--- config.mk ---
export PLATFORM = sky130hd
export DESIGN_NAME = neuron_accumulator
export DESIGN_NICKNAME = d
export VERILOG_FILES = /design/src/rtl/neuron_acc_pkg.sv /design/src/rtl/neuron_accumulator_shift_sat.sv /design/src/rtl/neuron_accumulator.sv
export SDC_FILE = /design/constraint.sdc
export NUM_CORES = 1
export LEC_CHECK = 0
export BUFFER_PORTS_ARGS = -buffer_cell sky130_fd_sc_hd__buf_2
export CORE_MARGIN = 5
export CORE_UTILIZATION = 57
export DETAILED_ROUTE_END_ITERATION = 8
export HOLD_SLACK_MARGIN = 0.12
export PLACE_DENSITY = 0.83
export SKIP_CTS_REPAIR_TIMING = 1
export SLEW_MARGIN = 30
export SYNTH_ARGS = -nofsm -noshare
export SYNTH_HDL_FRONTEND = slang
export SYNTH_SLANG_ARGS = --single-unit
--- constraint.sdc ---
create_clock -name clk -period 5 [get_ports clk]
set_input_delay 0 -clock clk [delete_from_list [all_inputs] [get_ports clk]]
set_output_delay 0 -clock clk [all_outputs]
set_load 0.005 [all_outputs]
--- src/rtl/neuron_acc_pkg.sv ---
`default_nettype none
// neuron_acc_pkg -- shared FSM state type and accumulator sizing for neuron_accumulator (rev 1.0).
package neuron_acc_pkg;

  typedef enum logic [1:0] {
    IDLE  = 2'd0,
    ACCUM = 2'd1,
    DONE  = 2'd2
  } state_t;

  // Headroom bits cover fan_in full-precision products plus the shifted bias.
  function automatic int acc_width(input int width, input int fan_in);
    return 2 * width + $clog2(fan_in + 1);
  endfunction

endpackage
`default_nettype wire

--- src/rtl/neuron_accumulator_shift_sat.sv ---
`default_nettype none
// acc_shift_sat -- floor shift of the accumulator by frac_bits, then saturate or wrap to width (rev 1.0).
// Optional: NEURON_ACC_SATURATE_EN selects clamping; otherwise two's-complement wrap.
module acc_shift_sat #(
  parameter int in_width  = 28,
  parameter int width     = 12,
  parameter int frac_bits = 8
) (
  input  logic [in_width-1:0] sum,
  output logic [width-1:0]    z
);

  logic signed [in_width-1:0] shifted;

  assign shifted = $signed(sum) >>> frac_bits;

`ifdef NEURON_ACC_SATURATE_EN
  localparam logic signed [in_width-1:0] MAX_V = {{(in_width-width+1){1'b0}}, {(width-1){1'b1}}};
  localparam logic signed [in_width-1:0] MIN_V = {{(in_width-width+1){1'b1}}, {(width-1){1'b0}}};

  always_comb begin
    z = shifted[width-1:0];
    if (shifted > MAX_V)
      z = MAX_V[width-1:0];
    else if (shifted < MIN_V)
      z = MIN_V[width-1:0];
  end
`else
  logic unused_hi;

  assign z         = shifted[width-1:0];
  assign unused_hi = ^shifted[in_width-1:width];
`endif

endmodule
`default_nettype wire

--- src/rtl/neuron_accumulator.sv ---
`default_nettype none
// neuron_accumulator -- bias + sum of fan_in signed act*wt products, emitted as a fixed-point z (rev 1.0).
// Optional: NEURON_ACC_SATURATE_EN (handled inside acc_shift_sat).
module neuron_accumulator
  import neuron_acc_pkg::*;
#(
  parameter int width     = 12,
  parameter int frac_bits = 8,
  parameter int fan_in    = 4
) (
  input  logic             clk,
  input  logic             reset,
  input  logic             start,
  input  logic [width-1:0] bias_in,
  input  logic             in_valid,
  input  logic [width-1:0] act_in,
  input  logic [width-1:0] wt_in,
  output logic             in_ready,
  output logic [width-1:0] z_out,
  output logic             out_valid,
  input  logic             out_ready,
  output logic             busy
);

  localparam int ACC_W = acc_width(width, fan_in);
  localparam int CNT_W = $clog2(fan_in + 1);
  localparam logic [CNT_W-1:0] LAST_CNT = CNT_W'(fan_in - 1);

  state_t state, state_next;

  logic signed [ACC_W-1:0]   acc;
  logic        [CNT_W-1:0]   cnt;
  logic        [width-1:0]   z_reg;

  logic signed [2*width-1:0] product;
  logic signed [ACC_W-1:0]   product_ext;
  logic signed [ACC_W-1:0]   bias_ext;
  logic signed [ACC_W-1:0]   sum;
  logic        [width-1:0]   z_next;
  logic                      accept;
  logic                      last;
  logic                      load;

  assign product     = $signed(act_in) * $signed(wt_in);
  assign product_ext = {{(ACC_W-2*width){product[2*width-1]}}, product};
  assign bias_ext    = {{(ACC_W-width){bias_in[width-1]}}, bias_in} <<< frac_bits;
  assign sum         = acc + product_ext;

  assign accept = in_valid && (state == ACCUM);
  assign last   = accept && (cnt == LAST_CNT);
  // A new neuron may start from IDLE or in the same cycle DONE hands off its result.
  assign load   = start && ((state == IDLE) || ((state == DONE) && out_ready));

  acc_shift_sat #(
    .in_width  (ACC_W),
    .width     (width),
    .frac_bits (frac_bits)
  ) u_shift_sat (
    .sum (sum),
    .z   (z_next)
  );

  always_ff @(posedge clk) begin
    if (reset)
      state <= IDLE;
    else
      state <= state_next;
  end

  always_comb begin
    state_next = state;
    case (state)
      IDLE:    if (start) state_next = ACCUM;
      ACCUM:   if (last) state_next = DONE;
      DONE:    if (out_ready) state_next = start ? ACCUM : IDLE;
      default: state_next = IDLE;
    endcase
  end

  always_ff @(posedge clk) begin
    if (reset) begin
      acc   <= '0;
      cnt   <= '0;
      z_reg <= '0;
    end else if (load) begin
      acc <= bias_ext;
      cnt <= '0;
    end else if (accept) begin
      acc <= sum;
      cnt <= cnt + CNT_W'(1);
      if (last)
        z_reg <= z_next;
    end
  end

  assign in_ready  = (state == ACCUM);
  assign out_valid = (state == DONE);
  assign busy      = (state != IDLE);
  assign z_out     = z_reg;

endmodule
`default_nettype wire

==> results by group, run 1 <==
Floorplanning
  – Core Region: 11400 um2
  – Std cell rows: 39
  – Die Span X: 118 um
  – Die outline area: 13900 um2
  – Count of boundary I/O pins: 56
  – Effective utilization at floorplan: 0.580
  – Die Span Y: 118 um

Logic synthesis
  – Number of cells produced by synthesis: 730
  – Library cells used by synthesis: 42
  – Sequential share of the synthesized area: 0.112
  – Synthesized netlist net count: 960
  – Share of Yosys cell area claimed by the top area cell type: 0.393
  – Netlist Area Pre-Place: 6620 um2
  – Biggest area consumer among synthesized cells: fa_1
  – Most frequently used flop master after synthesis: dfxtp_1
  – Top area cells in the synthesized netlist: fa_1, dfxtp_1, ha_1, inv_1, and2_1
  – Synth Warn #: 0
  – Post-synthesis sequential element count: 37
  – Avg Synthesized Cell Area: 9.07 um2
  – Proportion of synthesized flip-flops having asynchronous set or reset: 0
  – EDFF count, synth: 0

Drt
  – Number of iterations in the first detailed-routing pass: 4
  – Detailed router's first-iteration violation count: 219
  – Number of vias per cell after detailed routing: 5.27
  – Wire length reported by the detailed router: 14.1 mm
  – Avg WL per Cell: 14.9 um
  – Via count: 5002
  – Count of unresolved DRC violations after routing: 0
  – DRT antenna net count: 0

Worst setup path
  – Reg2Reg Capture Point: z_out[11]
  – Critical setup path kind: in -> reg
  – Maximum net fanout on the critical path: 12
  – Worst reg2reg startpoint: acc[10]
  – Data arrival time of the critical path: 5030 ps
  – Worst setup startpoint: wt_in[1]
  – Top cell family by delay on the critical path: adder cells
  – Levels on crit path: 18
  – Slack of the worst reg-to-reg path: 440 ps
  – Nature of the critical path endpoint: register
  – Kind of start point of the critical path: primary input
  – Slowest stage cell, crit path: fa_2
  – Worst setup path endpoint: z_out[11]
  – Worst reg-to-reg path cell count: 14
  – Most used cell along the critical path: fa_1
  – CP Cell Sequence: buf_2 > and2_1 > inv_1 > fa_2 > fa_1 > inv_1 > fa_1 > fa_1 > fa_1 > ha_1 > ha_1 > a21o_1 > a21o_1 > a21oi_1 > o221ai_2 > xnor2_2 > xnor2_2 > a211oi_2
  – CP Data Required Time: 5200 ps
  – Maximum single-stage delay on the critical path: 640 ps
  – Buf/Inv on CP: 3

STA
  – Post-route minimum period: 4830 ps
  – Hold violation total from the final report: 0
  – Fmax: 207 MHz
  – Max Transition Viols Final: 0
  – Pin slew with the least headroom to its limit: 875 ps
  – Final critical-path setup slack: 173 ps
  – Max_slew headroom: 0.414
  – Share of the cycle needed by the critical path after routing: 0.965
  – Clock Skews: 6.34 ps
  – Final setup violation count: 0
  – Setup repair after global routing missed its margin: no

Placement
  – Last weighted congestion value of the routability-driven placer: 0.830
  – Pre-CTS worst setup slack: -143 ps
  – Placed wire-length estimate after detailed placement: 12.3 mm
  – Port Buffers: 55

Clocking
  – Number of buffers inserted during clock tree synthesis: 5
  – H-tree depth reported by CTS: 2
  – Sinks on Clock Net: 37
  – Maximum clock path buffer count: 2
  – Clock transition at path regs: 60 ps
  – TritonCTS clock tree: done
  – Source-to-sink clock delay at the later pin of the worst-skew pair: 280 ps
  – Clock root cell: clkbuf_16

GRT
  – Number of global-route vias before repair: 5521
  – Wire length of the first global-routing pass: 24.8 mm
  – Maximum number of pins on one net before global-route repair: 30
  – Initial antenna violation count: 0
  – Gr usage total: 0.212
  – Overflow left after global routing: 0

Cells and area
  – Area added between synthesis and finish: 13.8%
  – Fraction of final layout cells with drive strength greater than 1: 0.144
  – Antenna cell count: 0
  – Nets@finish: 1036

Run status
  – Result of the run: finished, final reports clean

Min path
  – Type of the worst min-delay path: in -> reg

Flow run
  – Max Cap Violations: 0
==> sequential cells by signal (all words and copies together) (netlist names) <==
| register | cells |
|---|---|
| acc | 20 |
| z_out | 12 |
| cnt | 3 |
| state | 2 |
==> metrics by stage <==
step | utilization | instances | TNS, ps | hold WS, ps | instance area (um2)
global placement | 0.632 | 930 | -277 | 248 | 7220
finish | 0.659 | 950 | 0 | 97.6 | 7530
global route | 0.659 | 950 | 0 | 127 | 7530
floorplan | - | 730 | 0 | 139 | 6630
detailed placement | 0.632 | 930 | -646 | 264 | 7220
CTS | 0.645 | 938 | 0 | -19.1 | 7360
==> layer usage <==
layer	vias up	part of all wire	wire length [um]	global-route usage
li1	2368	-	-	-
met1	2510	0.40	5620	0.265
met2	98	0.55	7750	0.394
met3	26	0.035	495	0.0231
met4	0	0.021	291	0.0495
met5	-	0	0	0
==> Yosys cell counts, drive strengths merged (5+ instances only) <==
cell type	count
a211oi	7
a21o	6
a21oi	30
a22oi	11
and2	64
clkbuf	29
dfxtp	37
fa	130
ha	59
inv	144
nand2	102
nor2	28
o21ai	5
xnor2	28
==> cell type report <==
type                    instances  area [um2]
clock buffers                   5         125
clock inverters                 3        17.5
fillers                       899        3890
inverters                     145         544
multi-input cells             515        5270
flip-flops and latches         37         741
well taps                     143         179
repair buffers                102         658
==> worst min-delay path, stage by stage <==
cell	delay [ps]
buf_2	90
a22oi_1	70
a21oi_1	170
==> how the worst min path moves through the flow <==
stage | startpoint | to | slack [ps] | depth (start not counted)
2_1_floorplan | out_ready | state[0] | 140 | 2
3_3_place_gp | out_ready | state[0] | 250 | 3
3_5_place_dp | out_ready | state[0] | 260 | 3
4_1_cts | out_ready | state[0] | -20 | 3
5_1_grt | bias_in[2] | acc[10] | 130 | 3
6_report | bias_in[2] | acc[10] | 100 | 3
==> cell usage in the layout, fill, tap and decap left out, types with 3 or more instances in the layout <==
cell | netlist | routed
inv_1 | 144 | 144
fa_1 | 130 | 129
nand2_1 | 102 | 102
and2_1 | 64 | 64
ha_1 | 59 | 56
buf_2 | 3 | 55
dfxtp_1 | 37 | 37
buf_4 | 0 | 35
nor2_1 | 28 | 28
a21oi_1 | 30 | 28
xnor2_1 | 28 | 26
dlygate4sd3_1 | 0 | 12
a22oi_1 | 11 | 11
a211oi_1 | 6 | 6
a21o_1 | 6 | 6
clkbuf_16 | 0 | 5
nand2b_1 | 4 | 4
o21ai_0 | 4 | 4
nor3_1 | 4 | 4
nor2b_1 | 3 | 3
nand3_1 | 3 | 3
o21bai_1 | 3 | 3
xor2_1 | 4 | 3
o22ai_1 | 3 | 3
==> logic make-up (layout without fill, tap and decap cells) <==
kind of cell,Yosys count,after routing,share of synthesized area
mux,1,1,0.00170
flops,37,37,0.112
compound gates,81,81,0.0877
simple gates,212,212,0.150
buf+inv,178,255,0.102
xor+xnor,32,32,0.0424
fa+ha+maj,189,189,0.505
Power of run 1 is left out: the tool's default activity adds up to more than one toggle a clock period on the data nets, which glitch-free logic cannot reach.
==> run 2, diff against run 1 <==
--- a/config.mk
+++ b/config.mk
@@ -8,8 +8,9 @@
 export BUFFER_PORTS_ARGS = -buffer_cell sky130_fd_sc_hd__buf_2
 export CORE_MARGIN = 5
 export CORE_UTILIZATION = 57
+export CTS_BUF_LIST = sky130_fd_sc_hd__clkbuf_8 sky130_fd_sc_hd__clkbuf_16
 export DETAILED_ROUTE_END_ITERATION = 8
-export HOLD_SLACK_MARGIN = 0.12
+export HOLD_SLACK_MARGIN = 0.08
 export PLACE_DENSITY = 0.83
 export SKIP_CTS_REPAIR_TIMING = 1
 export SLEW_MARGIN = 30
==> run 2 against run 1 <==
Fmax barely moved. Routed wire length shrank 0.62%. Worst setup slack worse by 4.2 ps. Hold slack got worse by 69 ps. Critical path depth did not move. Cell area fell by 1.1%. Via count shrank 0.62%. Highest routed layer unchanged.
==> results by group, run 2 (synthesis results as in run 1) <==
Floorplanning
  – Die outline area: 13900 um2
  – Effective utilization at floorplan: 0.580
  – Std cell rows: 39
  – Die Span Y: 118 um
  – Count of boundary I/O pins: 56
  – Die Span X: 118 um
  – Core Region: 11400 um2

STA
  – Fmax: 207 MHz
  – Pin slew with the least headroom to its limit: 876 ps
  – Setup repair after global routing missed its margin: no
  – Hold violation total from the final report: 0
  – Max_slew headroom: 0.414
  – Share of the cycle needed by the critical path after routing: 0.966
  – Setup TNS: 0 ps
  – Post-route minimum period: 4830 ps
  – Max Transition Viols Final: 0
  – Final setup violation count: 0
  – Clock Skews: 6.28 ps

Clocking
  – Source-to-sink clock delay at the later pin of the worst-skew pair: 280 ps
  – Clock transition at path regs: 60 ps
  – Clock root cell: clkbuf_16
  – H-tree depth reported by CTS: 2
  – TritonCTS clock tree: done
  – Number of buffers inserted during clock tree synthesis: 5
  – Sinks on Clock Net: 37
  – Maximum clock path buffer count: 2

Run status
  – Result of the run: finished, final reports clean

Cells and area
  – Nets@finish: 1028
  – Number of flip-flops in the largest register: 20
  – Commonest non-fill, non-tap cells in the layout: inv_1, fa_1, nand2_1
  – Leading cell type in the layout, fill and taps excluded: inv_1
  – Area added between synthesis and finish: 12.6%
  – Antenna cell count: 0
  – Final Instance Count excl. Fillers: 942
  – Post-route cell area: 7450 um2
  – Filler cell count: 911
  – Fraction of final layout cells with drive strength greater than 1: 0.145
  – Register name with the most flops: acc
  – Final core occ: 0.652

Worst setup path
  – Data arrival time of the critical path: 5030 ps
  – Reg2Reg Capture Point: z_out[11]
  – CP Data Required Time: 5200 ps
  – Worst reg-to-reg path cell count: 14
  – Kind of start point of the critical path: primary input
  – Nature of the critical path endpoint: register
  – Worst reg2reg startpoint: acc[10]
  – Maximum net fanout on the critical path: 12
  – Slack of the worst reg-to-reg path: 440 ps
  – Critical setup path kind: in -> reg

Min path
  – End of the worst hold path: acc[8]
  – Source of the worst hold timing path: bias_in[0]
  – Cell count of the worst hold path: 3
  – Type of the worst min-delay path: in -> reg

Drt
  – Number of vias per cell after detailed routing: 5.28
  – Detailed router's first-iteration violation count: 261
  – DRT antenna net count: 0
  – Number of iterations in the first detailed-routing pass: 4
  – Via count: 4971
  – Count of unresolved DRC violations after routing: 0
  – Avg WL per Cell: 14.9 um
  – Wire length reported by the detailed router: 14.1 mm

GRT
  – Overflow left after global routing: 0
  – Number of global-route vias before repair: 5521
  – Gr usage total: 0.212
  – Wire length of the first global-routing pass: 24.8 mm
  – Initial antenna violation count: 0
  – Maximum number of pins on one net before global-route repair: 30

Flow run
  – Max Cap Violations: 0

Placement
  – Area after DPL: 7220 um2
  – Last weighted congestion value of the routability-driven placer: 0.830
  – Total placed cells including tap cells: 930
  – Placed wire-length estimate after detailed placement: 12.3 mm
  – Port Buffers: 55
run 2: cell count changes in the layout (fill, tap and decap cells not counted):
| cell | change |
|---|---|
| dlygate4sd3_1 | -8 |
run 2: area by class of cell:
| class | instances | area [um2] | area share |
|---|---|---|---|
| Sequential cell | 37 | 741 | 0.0994 |
| Clock buffer | 5 | 125 | 0.0168 |
| Timing Repair Buffer | 94 | 578 | 0.0776 |
| Clock inverter | 3 | 17.5 | 0.00235 |
| Tap cell | 143 | 179 | 0.0240 |
| Inverter | 145 | 544 | 0.0731 |
| Multi-Input combinational cell | 515 | 5270 | 0.707 |
run 2: worst max-delay path by stage:
| stage | from | end | slack, ps | depth (start not counted) |
|---|---|---|---|---|
| after detailed placement | wt_in[6] | acc[19] | -140 | 18 |
| final | wt_in[1] | z_out[11] | 170 | 18 |
| after CTS | wt_in[1] | acc[19] | 140 | 18 |
| after floorplan | act_in[5] | acc[16] | 50 | 17 |
| after global routing | wt_in[1] | z_out[11] | 7 | 18 |
| after global placement | wt_in[6] | z_out[11] | -80 | 18 |
run 2: metrics by stage:
stage	worst slack [ps]	hold slack [ps]
floorplan	49.8	139
global placement	-76.4	248
detailed placement	-143	264
CTS	140	-19.1
global route	7.14	71.9
finish	169	28.4
run 2: routing by layer:
metal  vias to the layer above  GRT usage  share of wire
met4                         0     0.0495          0.020
met3                        26     0.0231          0.036
met1                      2488      0.265           0.40
met5                         -          0              0
met2                       106      0.394           0.55
li1                       2351          -              -
run 2: worst max-delay path: stages:
cell and delay, ps:
buf_2 200, and2_1 200, inv_1 70, fa_2 640, fa_1 430, inv_1 100, fa_1 460, fa_1 570
fa_1 440, ha_1 300, ha_1 310, a21o_1 200, a21o_1 230, a21oi_1 190, o221ai_2 150, xnor2_2 170
xnor2_2 160, a211oi_2 220
Power of run 2 is left out for the same reason.
==> run 3, diff against run 2 <==
==> constraint.sdc (replaced) <==
create_clock -name clk -period 5 [get_ports clk]
set_input_delay 1.5 -clock clk [delete_from_list [all_inputs] [get_ports clk]]
set_output_delay 1.5 -clock clk [all_outputs]
set_load 0.005 [all_outputs]
==> run 3 against run 2 <==
The run now ends with negative setup slack left. Fmax fell by 21%. Register-to-register slack improved by 40 ps. Flip-flop and latch count did not move. Global-route usage rose by 1.8 points. Clock skew rose by 1.5 ps. Hold slack improved by 420 ps. Core utilization rose by 7.1 points. Worst setup slack got worse by 1300 ps. Sequential share of layout area fell by 0.98 points. Non-clock buffer count rose by 42. Final cell count rose by 4.5%. Critical path type unchanged.
==> results by group, run 3 (synthesis results as in run 1) <==
Floorplanning
  – Die Span Y: 118 um
  – Die Span X: 118 um
  – Std cell rows: 39
  – Effective utilization at floorplan: 0.580
  – Count of boundary I/O pins: 56
  – Die outline area: 13900 um2
  – Core Region: 11400 um2

Placement
  – Last weighted congestion value of the routability-driven placer: 0.946
  – Placed wire-length estimate after detailed placement: 13.6 mm
  – Pre-CTS worst setup slack: -1430 ps
  – Port Buffers: 55
  – Total placed cells including tap cells: 970
  – Area after DPL: 7750 um2

Clocking
  – Maximum clock path buffer count: 2
  – Source-to-sink clock delay at the later pin of the worst-skew pair: 280 ps
  – Clock root cell: clkbuf_16
  – TritonCTS clock tree: done
  – Clock transition at path regs: 60 ps
  – Sinks on Clock Net: 37
  – H-tree depth reported by CTS: 2
  – Number of buffers inserted during clock tree synthesis: 5

Cells and area
  – Fraction of final layout cells with drive strength greater than 1: 0.271
  – Commonest non-fill, non-tap cells in the layout: inv_1, fa_1, nand2_1
  – Area added between synthesis and finish: 24.9%
  – Post-route cell area: 8260 um2
  – Nets@finish: 1070
  – Number of flip-flops in the largest register: 20
  – Leading cell type in the layout, fill and taps excluded: inv_1
  – Final Instance Count excl. Fillers: 984
  – Antenna cell count: 0
  – Register name with the most flops: acc

STA
  – Setup TNS: -22590 ps
  – Final critical-path setup slack: -1140 ps
  – Share of the cycle needed by the critical path after routing: 1.23
  – Hold violation total from the final report: 0
  – Max Transition Viols Final: 0
  – Max_slew headroom: 0.431
  – Setup repair after global routing missed its margin: yes
  – Final setup violation count: 26
  – Fmax: 163 MHz
  – Pin slew with the least headroom to its limit: 851 ps
  – Post-route minimum period: 6140 ps
  – Clock Skews: 7.74 ps

Min path
  – Cell count of the worst hold path: 2
  – Source of the worst hold timing path: z_out[2]
  – End of the worst hold path: z_out[2]
  – Type of the worst min-delay path: reg -> reg

Worst setup path
  – Critical setup path kind: in -> reg
  – Slack of the worst reg-to-reg path: 480 ps
  – Worst reg-to-reg path cell count: 15
  – Kind of start point of the critical path: primary input
  – Worst reg2reg startpoint: acc[10]
  – Maximum net fanout on the critical path: 8
  – CP Data Required Time: 5140 ps
  – Reg2Reg Capture Point: z_out[11]
  – Nature of the critical path endpoint: register
  – Data arrival time of the critical path: 6280 ps

Drt
  – Sum of met2 wire segment lengths after detailed routing: 8.82 mm
  – Top metal layer carrying routed signals: met4
  – Wire length reported by the detailed router: 16.1 mm
  – Count of unresolved DRC violations after routing: 0
  – DRT antenna net count: 0
  – Detailed router's first-iteration violation count: 288
  – Post-route met1 wirelength: 6.07 mm
  – Avg WL per Cell: 16.4 um
  – Detailed-routed wire length on met3: 670 um
  – Via count: 5307
  – Number of vias per cell after detailed routing: 5.39
  – Number of iterations in the first detailed-routing pass: 5

GRT
  – Initial antenna violation count: 0
  – Number of global-route vias before repair: 5982
  – Overflow left after global routing: 0
  – Wire length of the first global-routing pass: 26.7 mm
  – Maximum number of pins on one net before global-route repair: 30
  – Gr usage total: 0.230

Run status
  – Failing checks: negative setup slack
  – Result of the run: complete, but fails checks

Flow run
  – Max Cap Violations: 0
[run 3: changes by cell type in the layout (fill, tap and decap cells not counted), moves of 8 or more]
cell,previous run,this run
ha_4,2,18
buf_6,0,13
and2_4,0,16
inv_1,144,136
inv_2,0,8
buf_4,35,75
and2_1,64,48
ha_1,56,39
buf_2,55,41
[run 3: how the worst max path moves through the flow]
| stage | start | cells after the start | end | slack (ps) |
|---|---|---|---|---|
| 2_1_floorplan | act_in[3] | 17 | z_out[8] | -1110 |
| 3_3_place_gp | wt_in[8] | 18 | z_out[11] | -1340 |
| 3_5_place_dp | wt_in[1] | 18 | acc[19] | -1430 |
| 4_1_cts | wt_in[1] | 18 | acc[19] | -1170 |
| 5_1_grt | wt_in[5] | 18 | acc[19] | -1340 |
| 6_report | act_in[10] | 18 | z_out[11] | -1140 |
[run 3: worst max-delay path, cell delays in order]
cell      delay (ps)
buf_4            150
and2_4           140
fa_1             550
inv_1             70
fa_1             500
inv_1             50
fa_1             490
fa_1             440
fa_1             530
fa_2             470
ha_4             170
a21o_1           190
a21o_4           230
a41oi_2          150
o221ai_2         130
xnor2_1          150
xnor2_1          260
a211oi_2         110
[run 3: through the flow]
step / hold WS, ps / utilization
after floorplan: 436 / -
after global placement: 443 / 0.679
after detailed placement: 449 / 0.679
after CTS: 456 / 0.691
after global routing: 489 / 0.724
final: 452 / 0.724
[run 3: final cells by class]
| cell class | instances | area [um2] |
|---|---|---|
| inverter | 145 | 544 |
| tap | 143 | 179 |
| fill | 809 | 3150 |
| timing repair buffer | 136 | 1010 |
| clock inverter | 3 | 21.3 |
| sequential | 37 | 741 |
| clock buffer | 5 | 125 |
| multi-input combinational | 515 | 5650 |
[run 3: routing by layer]
metal	up-vias	GRT usage
met3	52	0.0351
li1	2433	-
met1	2678	0.272
met5	-	0
met2	144	0.423
met4	0	0.0796
Power of run 3 is left out for the same reason.
